### config.mk
export PLATFORM = sky130hd
export DESIGN_NAME = booth_mul_seq
export DESIGN_NICKNAME = d
export VERILOG_FILES = /design/src/rtl/booth_mul_seq.sv
export SDC_FILE = /design/constraint.sdc
export NUM_CORES = 1
export LEC_CHECK = 0
export BUFFER_PORTS_ARGS = -buffer_cell sky130_fd_sc_hd__buf_2
export CAP_MARGIN = 25
export CORE_MARGIN = 8
export CORE_UTILIZATION = 35
export DETAILED_ROUTE_END_ITERATION = 10
export PLACE_DENSITY = 0.55
export SYNTH_ARGS = -nofsm -noshare
export SYNTH_HDL_FRONTEND = slang
export SYNTH_SLANG_ARGS = --single-unit
export TNS_END_PERCENT = 1
### constraint.sdc
create_clock -name clk_i -period 4.91 [get_ports clk_i]
set_input_delay 0.7365 -clock clk_i [delete_from_list [all_inputs] [get_ports clk_i]]
set_output_delay 0.7365 -clock clk_i [all_outputs]
set_load 0.005 [all_outputs]
### src/rtl/booth_mul_seq.sv
// ---------------------------------------------------------------------------
// booth_mul_seq
// Sequential 32x32 signed multiplier using radix-2 Booth recoding. One Booth
// iteration is performed per clock. Every operation has the same latency:
// start is accepted at edge N, and done_o is high for one cycle after edge N+33.
//
// Ports
//   clk_i      in   1   clock; all state updates on the rising edge
//   rst_i      in   1   synchronous, active-high reset
//   start_i    in   1   begin a multiply (sampled in IDLE only)
//   a_i        in  32   multiplicand, two's complement
//   b_i        in  32   multiplier, two's complement
//   busy_o     out  1   high in RUN and DONE
//   done_o     out  1   one-cycle pulse, product valid
//   prod_hi_o  out 32   signed product [63:32]
//   prod_lo_o  out 32   signed product [31:0]
// ---------------------------------------------------------------------------
module booth_mul_seq (
  input  logic        clk_i,
  input  logic        rst_i,
  input  logic        start_i,
  input  logic [31:0] a_i,
  input  logic [31:0] b_i,
  output logic        busy_o,
  output logic        done_o,
  output logic [31:0] prod_hi_o,
  output logic [31:0] prod_lo_o
);

  localparam logic [1:0] ST_IDLE = 2'd0;
  localparam logic [1:0] ST_RUN  = 2'd1;
  localparam logic [1:0] ST_DONE = 2'd2;

  localparam logic [5:0] N_ITER  = 6'd32;

  logic [1:0]  r_state;
  logic [32:0] r_a;      // accumulator, one guard bit so M = -2^31 cannot overflow
  logic [31:0] r_q;      // multiplier; product low half shifts in from the top
  logic        r_qm1;    // bit shifted out of Q on the previous iteration
  logic [32:0] r_m;      // sign-extended multiplicand
  logic [5:0]  r_cnt;
  logic [31:0] r_prod_hi;
  logic [31:0] r_prod_lo;

  logic [32:0] w_sum;

  // Booth recoding of {Q[0], q_m1}: 01 adds M, 10 subtracts M, else no change.
  // NOTE: assigning a default before the case keeps every path driven, so no latch.
  always_comb begin
    w_sum = r_a;
    case ({r_q[0], r_qm1})
      2'b01:   w_sum = r_a + r_m;
      2'b10:   w_sum = r_a - r_m;
      default: w_sum = r_a;
    endcase
  end

  // NOTE: non-blocking assignments so every register samples pre-edge values.
  always_ff @(posedge clk_i) begin
    if (rst_i) begin
      r_state   <= ST_IDLE;
      r_a       <= '0;
      r_q       <= '0;
      r_qm1     <= 1'b0;
      r_m       <= '0;
      r_cnt     <= '0;
      r_prod_hi <= '0;
      r_prod_lo <= '0;
    end else begin
      case (r_state)
        ST_IDLE: begin
          if (start_i) begin
            r_state <= ST_RUN;
            r_a     <= '0;
            r_q     <= b_i;
            r_qm1   <= 1'b0;
            r_m     <= {a_i[31], a_i};
            r_cnt   <= '0;
          end
        end
        ST_RUN: begin
          if (r_cnt == N_ITER) begin
            // All iterations done; capture the product as DONE is entered.
            r_state   <= ST_DONE;
            r_prod_hi <= r_a[31:0];
            r_prod_lo <= r_q;
          end else begin
            // Arithmetic right shift of {sum, Q, q_m1} by one.
            r_a   <= {w_sum[32], w_sum[32:1]};
            r_q   <= {w_sum[0], r_q[31:1]};
            r_qm1 <= r_q[0];
            r_cnt <= r_cnt + 6'd1;
          end
        end
        ST_DONE: begin
          r_state <= ST_IDLE;
        end
        default: begin
          r_state <= ST_IDLE;
        end
      endcase
    end
  end

  assign busy_o    = (r_state == ST_RUN) || (r_state == ST_DONE);
  assign done_o    = (r_state == ST_DONE);
  assign prod_hi_o = r_prod_hi;
  assign prod_lo_o = r_prod_lo;

endmodule

==> results of run 1 <==
==> power by group through the flow <==
stage,clock (mW),sequential [mW],combinational [mW]
after floorplan,0,1.50,0.613
after global placement,0,1.52,0.776
final,1.38,1.49,0.802
after global routing,1.48,1.50,0.900
after CTS,1.43,1.49,0.795
after detailed placement,0,1.52,0.790
==> stage by stage <==
stage	util (%)	hold slack [ns]	std cells
after global placement	38.8	0.439	1526
after detailed placement	39.2	0.445	1530
after floorplan	-	0.445	1127
after CTS	41.6	0.454	1562
after global routing	41.7	0.469	1563
final	41.7	0.451	1563
==> worst max-delay path by stage <==
stage | from | endpoint | slack (ns) | cells past startpoint
after detailed placement | r_m[2] | r_a[31] | 0.80 | 15
final | r_m[2] | r_a[31] | 0.78 | 16
after CTS | r_m[2] | r_a[31] | 0.78 | 15
after floorplan | r_m[2] | r_a[31] | 1.18 | 15
after global placement | r_m[2] | r_a[31] | 0.85 | 15
after global routing | r_m[2] | r_a[31] | 0.38 | 16
==> cells in the mapped netlist (17+ instances only) <==
cell type  number
xnor2_1        49
mux2i_1        33
nor2_1         99
inv_1          17
nor3_1         18
a22oi_1        24
o21ai_0        44
clkbuf_1       55
nand2_1       241
a21oi_1       155
ha_1           39
dfxtp_1       169
a211oi_1       37
==> cell type report <==
class                   count  area [µm²]  area share [%]
clock buffers              18         439            4.23
inverters                  17        63.8           0.615
clock inverters            14         159            1.53
flip-flops and latches    169        3380            32.6
multi-input cells         871        5090            49.1
well taps                 330         413            3.98
repair buffers            144         825            7.95
==> sequential cells by signal (all words and copies together), names as in the netlist <==
name / cells
prod_hi_o: 32
prod_lo_o: 32
r_a: 32
r_m: 32
r_q: 32
r_cnt: 6
r_state: 2
r_qm1: 1
==> per-layer routing <==
metal | vias to the layer above | global-route usage, %
met5 | - | 0
met4 | 0 | 3.35
met3 | 10 | 3.36
met2 | 160 | 23.9
met1 | 3583 | 22.0
li1 | 4106 | -
==> critical path, stage by stage, from the launching register on <==
cell	delay, ns
dfxtp_1	0.37
or3_1	0.40
nor3_1	0.23
and3b_1	0.28
nand2_1	0.15
nor2_1	0.13
nor2_1	0.05
xnor2_1	0.14
ha_1	0.37
nand2_1	0.12
a311oi_1	0.45
nand4_1	0.16
a21oi_1	0.16
o31ai_1	0.14
o31ai_1	0.46
a41oi_1	0.18
a211o_1	0.24
==> logic make-up after synthesis <==
logic type                 Yosys count  share of synthesized area (%)
AOI/OAI and AO/OA                  310                           21.1
xor gates and xnor gates            64                           6.38
adders and majority gates           40                           5.79
buffers and inverters               87                           3.72
DFF                                169                           38.5
muxes                               34                           3.89
and+or+nand+nor                    423                           20.6
==> impl_metrics.csv, run 1 <==
group,metric,value,unit
placed_design,place_area,9750,µm²
drt,wirelength,24000,µm
power_and_ir_drop,power.density,354,nW/µm²
drt,dr_total_vias,7859,
cells_and_area,num_antenna_cells,0,
placed_design,portBuffers,132,
global_route,grt_overflow,0,
cells_and_area,num-fill-cells,2625,
placed_design,place.gp.congestion,0.851,
power_and_ir_drop,ir_drop,0.205,mV
yosys,synth_area,8780,µm²
drt,dr.pass1.iters,5,
timing,maxSlewViolCount,0,
drt,m1WireLength,12500,µm
drt,drt_iter0_markers,415,
timing,setup_violations,0,
drt,top_layer,"met4",
timing,grt_setup_unrepaired,"false",
worst_setup_path,crit_type,"flip-flop to flip-flop",
worst_setup_path,cp_max_fo,6,
worst_setup_path,regToRegEndpoint,"r_a[31]",
yosys,synth_edf_count,0,
floorplanning,coreArea,24900,µm²
yosys,ys_ff_latch,169,
yosys,synthArstFlopShare,0,%
yosys,syn_nets,1234,
clock_network,hold_buffers,0,
cells_and_area,final_cell_mix,"nand2_1, dfxtp_1, a21oi_1",
cells_and_area,layout_commonest_cell,"nand2_1",
global_route,grt_pass1_wl,39500,µm
floorplanning,dieArea,30400,µm²
power_and_ir_drop,power_frac_seq,40.6,%
power_and_ir_drop,switching_share,30.9,%
drt,wl_met3,1040,µm
timing,max_slew.worst_pin.slew,0.873,ns
worst_hold_path,hold_depth,2,
cells_and_area,drive_above_1_share,15.4,%
floorplanning,fp.dieW,174,µm
cells_and_area,final_area,10400,µm²
drt,drc,0,
timing,worst_slack,0.781,ns
power_and_ir_drop,p_leak,4.08,nW
clock_network,clkSinkCount,169,
power_and_ir_drop,power,3.67,mW
timing,finalClockSkew,0.0123,ns
placed_design,dp_hpwl,17400,µm
drt,drt-vias-per-instance,5.03,
clock_network,clkTransAtPathRegs,0.08,ns
job,cap_violations,0,
floorplanning,row_count,58,
worst_setup_path,startpoint_type,"flip-flop",
worst_setup_path,worst_setup_path_end_kind,"flip-flop",
clock_network,htree_num_levels,4,
drt,antenna_left,0,
floorplanning,initial_core_util,35.3,%
global_route,grt_usage,15.6,%
yosys,synth.distinct_cells,59,
clock_network,cts_buffer_depth,2,
placed_design,pre_cts_ws,0.799,ns
yosys,yosysSeqAreaShare,38.5,%
power_and_ir_drop,p_int,2.54,mW
timing,period_share,84.1,%
worst_setup_path,ff2ff_path_depth,16,
clock_network,root_buffer,"clkbuf_16",
timing,fmax,0.242,GHz
status,status,"finished clean",
worst_hold_path,hold_end,"prod_lo_o[11]",
timing,finalSetupTns,0,ns
timing,relSlewSlack,41.8,%
power_and_ir_drop,switchingPower,1.13,mW
clock_network,numCtsBuffers,17,
yosys,syn_avg_cell_area,7.79,µm²
floorplanning,io_pins,133,
worst_setup_path,r2r_start,"r_m[2]",
cells_and_area,syn2layout_area_growth,18.1,%
drt,wl_met2,10300,µm
worst_setup_path,critPathRequiredTime,5.23,ns
yosys,netlist_instances,1127,
yosys,synth_area_leaders,"dfxtp_1, nand2_1, a21oi_1",
global_route,antenna_found_initial,0,
timing,min_period,4.13,ns
clock_network,cts_setup_buffers,0,
drt,drt-wirelength-per-cell,15.4,µm
power_and_ir_drop,clkPwrFrac,37.6,%
worst_setup_path,ff2ff_setup_slack,0.78,ns
floorplanning,die_h,174,µm
clock_network,insertion_delay,0.43,ns
worst_hold_path,worstHoldStart,"prod_lo_o[11]",
clock_network,cts_tree,"built",
global_route,grt_pass1_vias,7525,
yosys,synth_largest_area_cell,"dfxtp_1",
clock_network,cts_resized,0,
worst_hold_path,min_path_type,"flip-flop to flip-flop",
yosys,ys.flop_type,"dfxtp_1",
yosys,synth_top_area_share,38.5,%
yosys,ys.warnings.count,0,
global_route,grt_start_max_net_pins,84,
cells_and_area,nNetsFinal,1327,
timing,final_hold_viol_count,0,
worst_setup_path,arrival,4.45,ns
power_and_ir_drop,pwr-share-comb,21.8,%
Power figures use the tool's default switching activity.
==> run 2, diff against run 1 <==
--- a/config.mk
+++ b/config.mk
@@ -10,7 +10,7 @@
 export CORE_MARGIN = 8
 export CORE_UTILIZATION = 35
 export DETAILED_ROUTE_END_ITERATION = 10
-export PLACE_DENSITY = 0.55
+export PLACE_DENSITY = 0.57
 export SYNTH_ARGS = -nofsm -noshare
 export SYNTH_HDL_FRONTEND = slang
 export SYNTH_SLANG_ARGS = --single-unit
==> constraint.sdc (replaced) <==
create_clock -name clk_i -period 3.7 [get_ports clk_i]
set_input_delay 0.555 -clock clk_i [delete_from_list [all_inputs] [get_ports clk_i]]
set_output_delay 0.555 -clock clk_i [all_outputs]
set_load 0.005 [all_outputs]
==> run 2 against run 1 <==
  * Critical path depth is 4 lower
  * Utilization is 2.6 points higher
  * Clock skew is 0.0036 ns lower
  * Power is 35% higher
  * Global-route usage is 0.53 points higher
  * Cell count is 4.9% higher
  * Critical endpoint unchanged
==> impl_metrics.csv, run 2 (synthesis results as in run 1) <==
group,metric,value,unit
placed_design,place.gp.congestion,0.870,
drt,antenna_left,0,
drt,drt-vias-per-instance,4.99,
floorplanning,die_h,174,µm
timing,setup_violations,0,
global_route,grt_pass1_vias,7941,
placed_design,portBuffers,132,
timing,fmax,0.274,GHz
floorplanning,row_count,58,
drt,m1WireLength,12500,µm
worst_setup_path,critPathRequiredTime,4.02,ns
worst_setup_path,path_buf_inv,1,
timing,min_period,3.65,ns
drt,dr.pass1.iters,5,
cells_and_area,syn2layout_area_growth,25.4,%
global_route,grt_overflow,0,
worst_setup_path,cp_slowest_stage_delay,0.55,ns
timing,period_share,98.6,%
drt,drt_iter0_markers,516,
global_route,grt_pass1_wl,40800,µm
clock_network,htree_num_levels,4,
clock_network,clkSinkCount,169,
placed_design,dp.cells,1605,
floorplanning,initial_core_util,35.3,%
global_route,antenna_found_initial,1,
worst_setup_path,critPathTopFamily,"simple AND/OR/NAND/NOR gates",
floorplanning,coreArea,24900,µm²
drt,wl_met2,10600,µm
worst_setup_path,path_cells,"or4_4 > or3_4 > or4_4 > nor2b_1 > xnor2_1 > ha_1 > a21oi_2 > nand2_2 > o31ai_4 > o31ai_4 > buf_4 > a211o_1",
worst_setup_path,startpoint_type,"flip-flop",
placed_design,dp_hpwl,17900,µm
floorplanning,dieArea,30400,µm²
cells_and_area,layout_commonest_cell,"nand2_1",
global_route,grt_start_max_net_pins,84,
clock_network,cts_buffer_depth,2,
clock_network,insertion_delay,0.43,ns
timing,worst_slack,0.0518,ns
cells_and_area,nNetsFinal,1405,
drt,wirelength,24800,µm
worst_setup_path,crit_slowest_cell,"or4_4",
drt,wl_met3,1330,µm
drt,drc,0,
timing,maxSlewViolCount,0,
clock_network,root_buffer,"clkbuf_16",
clock_network,clkTransAtPathRegs,0.07,ns
timing,relSlewSlack,40.8,%
cells_and_area,final_cell_mix,"nand2_1, dfxtp_1, a21oi_1",
drt,top_layer,"met5",
status,status,"finished clean",
power_and_ir_drop,p_leak,4.41,nW
power_and_ir_drop,power.density,450,nW/µm²
global_route,grt_usage,16.1,%
cells_and_area,instances_no_fill,1639,
clock_network,numCtsBuffers,17,
worst_hold_path,min_path_type,"primary input to flip-flop",
job,cap_violations,0,
worst_setup_path,worst_setup_path_end_kind,"flip-flop",
floorplanning,io_pins,133,
worst_setup_path,cp_max_fo,4,
clock_network,hold_buffers,0,
timing,grt_setup_unrepaired,"true",
cells_and_area,num_antenna_cells,0,
drt,drt-wirelength-per-cell,15.1,µm
cells_and_area,drive_above_1_share,22.4,%
worst_setup_path,crit_type,"flip-flop to flip-flop",
floorplanning,fp.dieW,174,µm
worst_setup_path,arrival,3.97,ns
placed_design,pre_cts_ws,-0.141,ns
timing,finalClockSkew,0.00871,ns
timing,max_slew.worst_pin.slew,0.889,ns
clock_network,cts_tree,"built",
drt,dr_total_vias,8183,
power_and_ir_drop,ir_drop,0.249,mV
timing,final_hold_viol_count,0,
## run 2: cell count changes in the layout (fill, tap and decap cells not counted), sizes merged
| cell | delta |
|---|---|
| clkbuf | +1 |
| clkinvlp | +4 |
| buf | +78 |
| inv | -4 |
| clkinv | -2 |
| bufinv | -1 |
## run 2: report_power, final
group          switching (mW)  total, mW  internal, mW
Combinational           0.685       1.25         0.568
Sequential             0.0706       1.97          1.90
Clock                   0.785       1.73         0.950
## run 2: worst min-delay path, delay by kind of cell
family                 cells  cell delay [ns]
buffers and inverters      1             0.09
AO/OA/AOI/OAI              1             0.05
AND/OR/NAND/NOR            1             0.04
## run 2: timing repair
action | in CTS | in global routing
endpoints found under the setup margin | 6 | 12
resized for setup | 7 | 34
setup buffers | 0 | 5
pin swaps | 1 | 14
## run 2: per-stage QoR
stage	hold slack, ns	total power [mW]	utilization, %	setup TNS [ns]	cell area [µm²]
floorplan	0.445	2.81	-	0	8790
global route	0.355	5.24	44.2	-0.635	11000
global placement	0.439	3.21	41.2	-0.201	10200
finish	0.358	4.96	44.2	0	11000
CTS	0.344	4.99	43.7	0	10900
detailed placement	0.443	3.22	41.3	-0.426	10300
## run 2: final timing paths
| kind | start | end | slack [ns] | cells past startpoint |
|---|---|---|---|---|
| worst max-delay path | r_m[13] | r_a[31] | 0.05 | 12 |
| worst max register to register | r_m[13] | r_a[31] | 0.05 | 12 |
| worst min-delay path | a_i[5] | r_m[5] | 0.36 | 3 |
| worst min register to register | prod_hi_o[12] | prod_hi_o[12] | 0.45 | 2 |
## run 2: routing by layer
layer,vias to the layer above,track usage (%)
met2,173,24.7
met5,-,0
met3,20,3.80
li1,4264,-
met4,2,4.31
met1,3724,22.3
## run 2: final cells by class
cell class              instances  area (µm²)
multi-input cells             871        5240
well taps                     330         413
flip-flops and latches        169        3380
repair buffers                222        1350
fillers                      2565       13900
inverters                      17        63.8
clock inverters                11         115
clock buffers                  19         443
==> run 3, diff against run 2 <==
--- a/config.mk
+++ b/config.mk
@@ -7,6 +7,7 @@
 export LEC_CHECK = 0
 export BUFFER_PORTS_ARGS = -buffer_cell sky130_fd_sc_hd__buf_2
 export CAP_MARGIN = 25
+export CORE_ASPECT_RATIO = 0.7
 export CORE_MARGIN = 8
 export CORE_UTILIZATION = 35
 export DETAILED_ROUTE_END_ITERATION = 10
==> run 3 against run 2 <==
  * Clock skew grew 0.0014 ns
  * Highest routed layer is now met4
  * First-iteration DRC count shrank 16%
  * Critical path depth grew 1
  * Die area grew 0.26%
  * Hold slack lost 0.0032 ns
  * Combinational power is essentially flat
  * Wire length grew 4.1%
  * Cell area grew 0.32%
  * Critical endpoint unchanged
==> impl_metrics.csv, run 3 (synthesis results as in run 1) <==
group,metric,value,unit
cells_and_area,layout_commonest_cell,"nand2_1",
timing,grt_setup_unrepaired,"true",
worst_setup_path,path_buf_inv,0,
worst_setup_path,path_cells,"or4_4 > or3_4 > or4_4 > nor3_4 > a21oi_1 > xnor2_1 > ha_1 > a21o_1 > a21o_1 > a21oi_1 > nor3_1 > a211o_1 > a211o_1",
placed_design,pre_cts_ws,-0.170,ns
worst_setup_path,cp_slowest_stage_delay,0.54,ns
worst_setup_path,arrival,3.99,ns
floorplanning,coreArea,24600,µm²
cells_and_area,syn2layout_area_growth,25.8,%
cells_and_area,drive_above_1_share,22.1,%
floorplanning,initial_core_util,35.7,%
timing,setup_violations,0,
power_and_ir_drop,p_leak,4.47,nW
global_route,grt_usage,16.9,%
timing,worst_slack,0.0364,ns
power_and_ir_drop,power.density,460,nW/µm²
worst_setup_path,startpoint_type,"flip-flop",
drt,wirelength,25800,µm
worst_setup_path,critPathRequiredTime,4.03,ns
drt,drc,0,
worst_setup_path,worst_setup_path_end_kind,"flip-flop",
timing,relSlewSlack,49.9,%
timing,fmax,0.273,GHz
timing,final_hold_viol_count,0,
global_route,grt_start_max_net_pins,65,
timing,period_share,99.0,%
timing,max_slew.worst_pin.slew,0.749,ns
worst_setup_path,crit_slowest_cell,"or4_4",
cells_and_area,final_cell_mix,"nand2_1, dfxtp_1, a21oi_1",
power_and_ir_drop,ir_drop,0.334,mV
clock_network,clkTransAtPathRegs,0.07,ns
timing,maxSlewViolCount,0,
floorplanning,fp.dieW,205,µm
clock_network,numCtsBuffers,17,
drt,dr_total_vias,8294,
drt,dr.pass1.iters,5,
timing,min_period,3.66,ns
global_route,antenna_found_initial,0,
clock_network,clkSinkCount,169,
global_route,grt_pass1_wl,42300,µm
floorplanning,die_h,149,µm
floorplanning,row_count,48,
placed_design,place.gp.congestion,0.922,
cells_and_area,nNetsFinal,1411,
floorplanning,dieArea,30500,µm²
clock_network,root_buffer,"clkbuf_16",
timing,finalClockSkew,0.0101,ns
drt,drt-vias-per-instance,5.05,
global_route,grt_pass1_vias,8079,
floorplanning,io_pins,133,
timing,finalSetupTns,0,ns
drt,drt-wirelength-per-cell,15.7,µm
clock_network,htree_num_levels,4,
placed_design,portBuffers,132,
global_route,grt_overflow,0,
placed_design,dp_hpwl,18700,µm
clock_network,insertion_delay,0.43,ns
worst_hold_path,min_path_type,"primary input to flip-flop",
clock_network,hold_buffers,0,
drt,antenna_left,0,
cells_and_area,num_antenna_cells,0,
drt,drt_iter0_markers,435,
status,status,"finished clean",
clock_network,cts_tree,"built",
worst_setup_path,cp_max_fo,4,
worst_setup_path,crit_type,"flip-flop to flip-flop",
job,cap_violations,0,
worst_setup_path,critPathTopFamily,"simple AND/OR/NAND/NOR gates",
clock_network,cts_buffer_depth,2,
[run 3: changes by cell type in the layout (fill, tap and decap cells not counted), moves of 2 or more]
| cell | change |
|---|---|
| clkinv_2 | +3 |
| inv_6 | -3 |
| buf_4 | +7 |
| clkinvlp_4 | -2 |
| clkbuf_1 | +3 |
| bufinv_16 | +2 |
| clkinv_4 | -2 |
[run 3: per-layer routing]
layer | wire length, µm | GRT usage, %
met1 | 13000 | 23.3
met4 | 265 | 3.53
met2 | 11700 | 26.5
met5 | 0 | 0
met3 | 869 | 4.00
[run 3: report_power, final]
part,total [mW],internal [mW],switching (mW)
clock,1.83,1.09,0.740
combinational,1.27,0.592,0.682
sequential,1.97,1.90,0.0740
total,5.08,3.58,1.50
[run 3: cell type report]
type,instances,area (µm²)
well taps,325,407
multi-input cells,871,5210
clock inverters,8,120
fillers,2565,13600
repair buffers,228,1390
clock buffers,23,468
flip-flops and latches,169,3380
inverters,17,63.8
[run 3: tightest hold or removal path, delay by kind of cell]
kind | cells | cell delay, ns
compound gates | 1 | 0.05
buf+inv | 1 | 0.09
simple gates | 1 | 0.04
[run 3: repair_timing]
action                                 4_1_cts  5_1_grt
cloned                                       0        0
setup endpoints to repair                    8       14
gates resized for setup                      9       24
setup buffers                                0        0
endpoints found under the hold margin        0        0
pin swaps                                    0        2
[run 3: path summary, 6_finish.rpt]
| check | from | end | slack [ns] | cells after the start |
|---|---|---|---|---|
| min reg2reg | prod_lo_o[3] | prod_lo_o[3] | 0.45 | 2 |
| max | r_m[13] | r_a[31] | 0.04 | 13 |
| max reg2reg | r_m[13] | r_a[31] | 0.04 | 13 |
| min | a_i[17] | r_m[17] | 0.35 | 3 |
[run 3: metrics by stage]
stage | power [mW] | instances | util (%) | hold slack, ns | instance area [µm²]
final | 5.08 | 1641 | 44.9 | 0.355 | 11000
after detailed placement | 3.26 | 1610 | 42.0 | 0.445 | 10300
after global placement | 3.24 | 1609 | 41.9 | 0.441 | 10300
after global routing | 5.37 | 1641 | 44.9 | 0.333 | 11000
after floorplan | 2.81 | 1127 | - | 0.445 | 8790
after CTS | 5.11 | 1641 | 44.5 | 0.338 | 11000
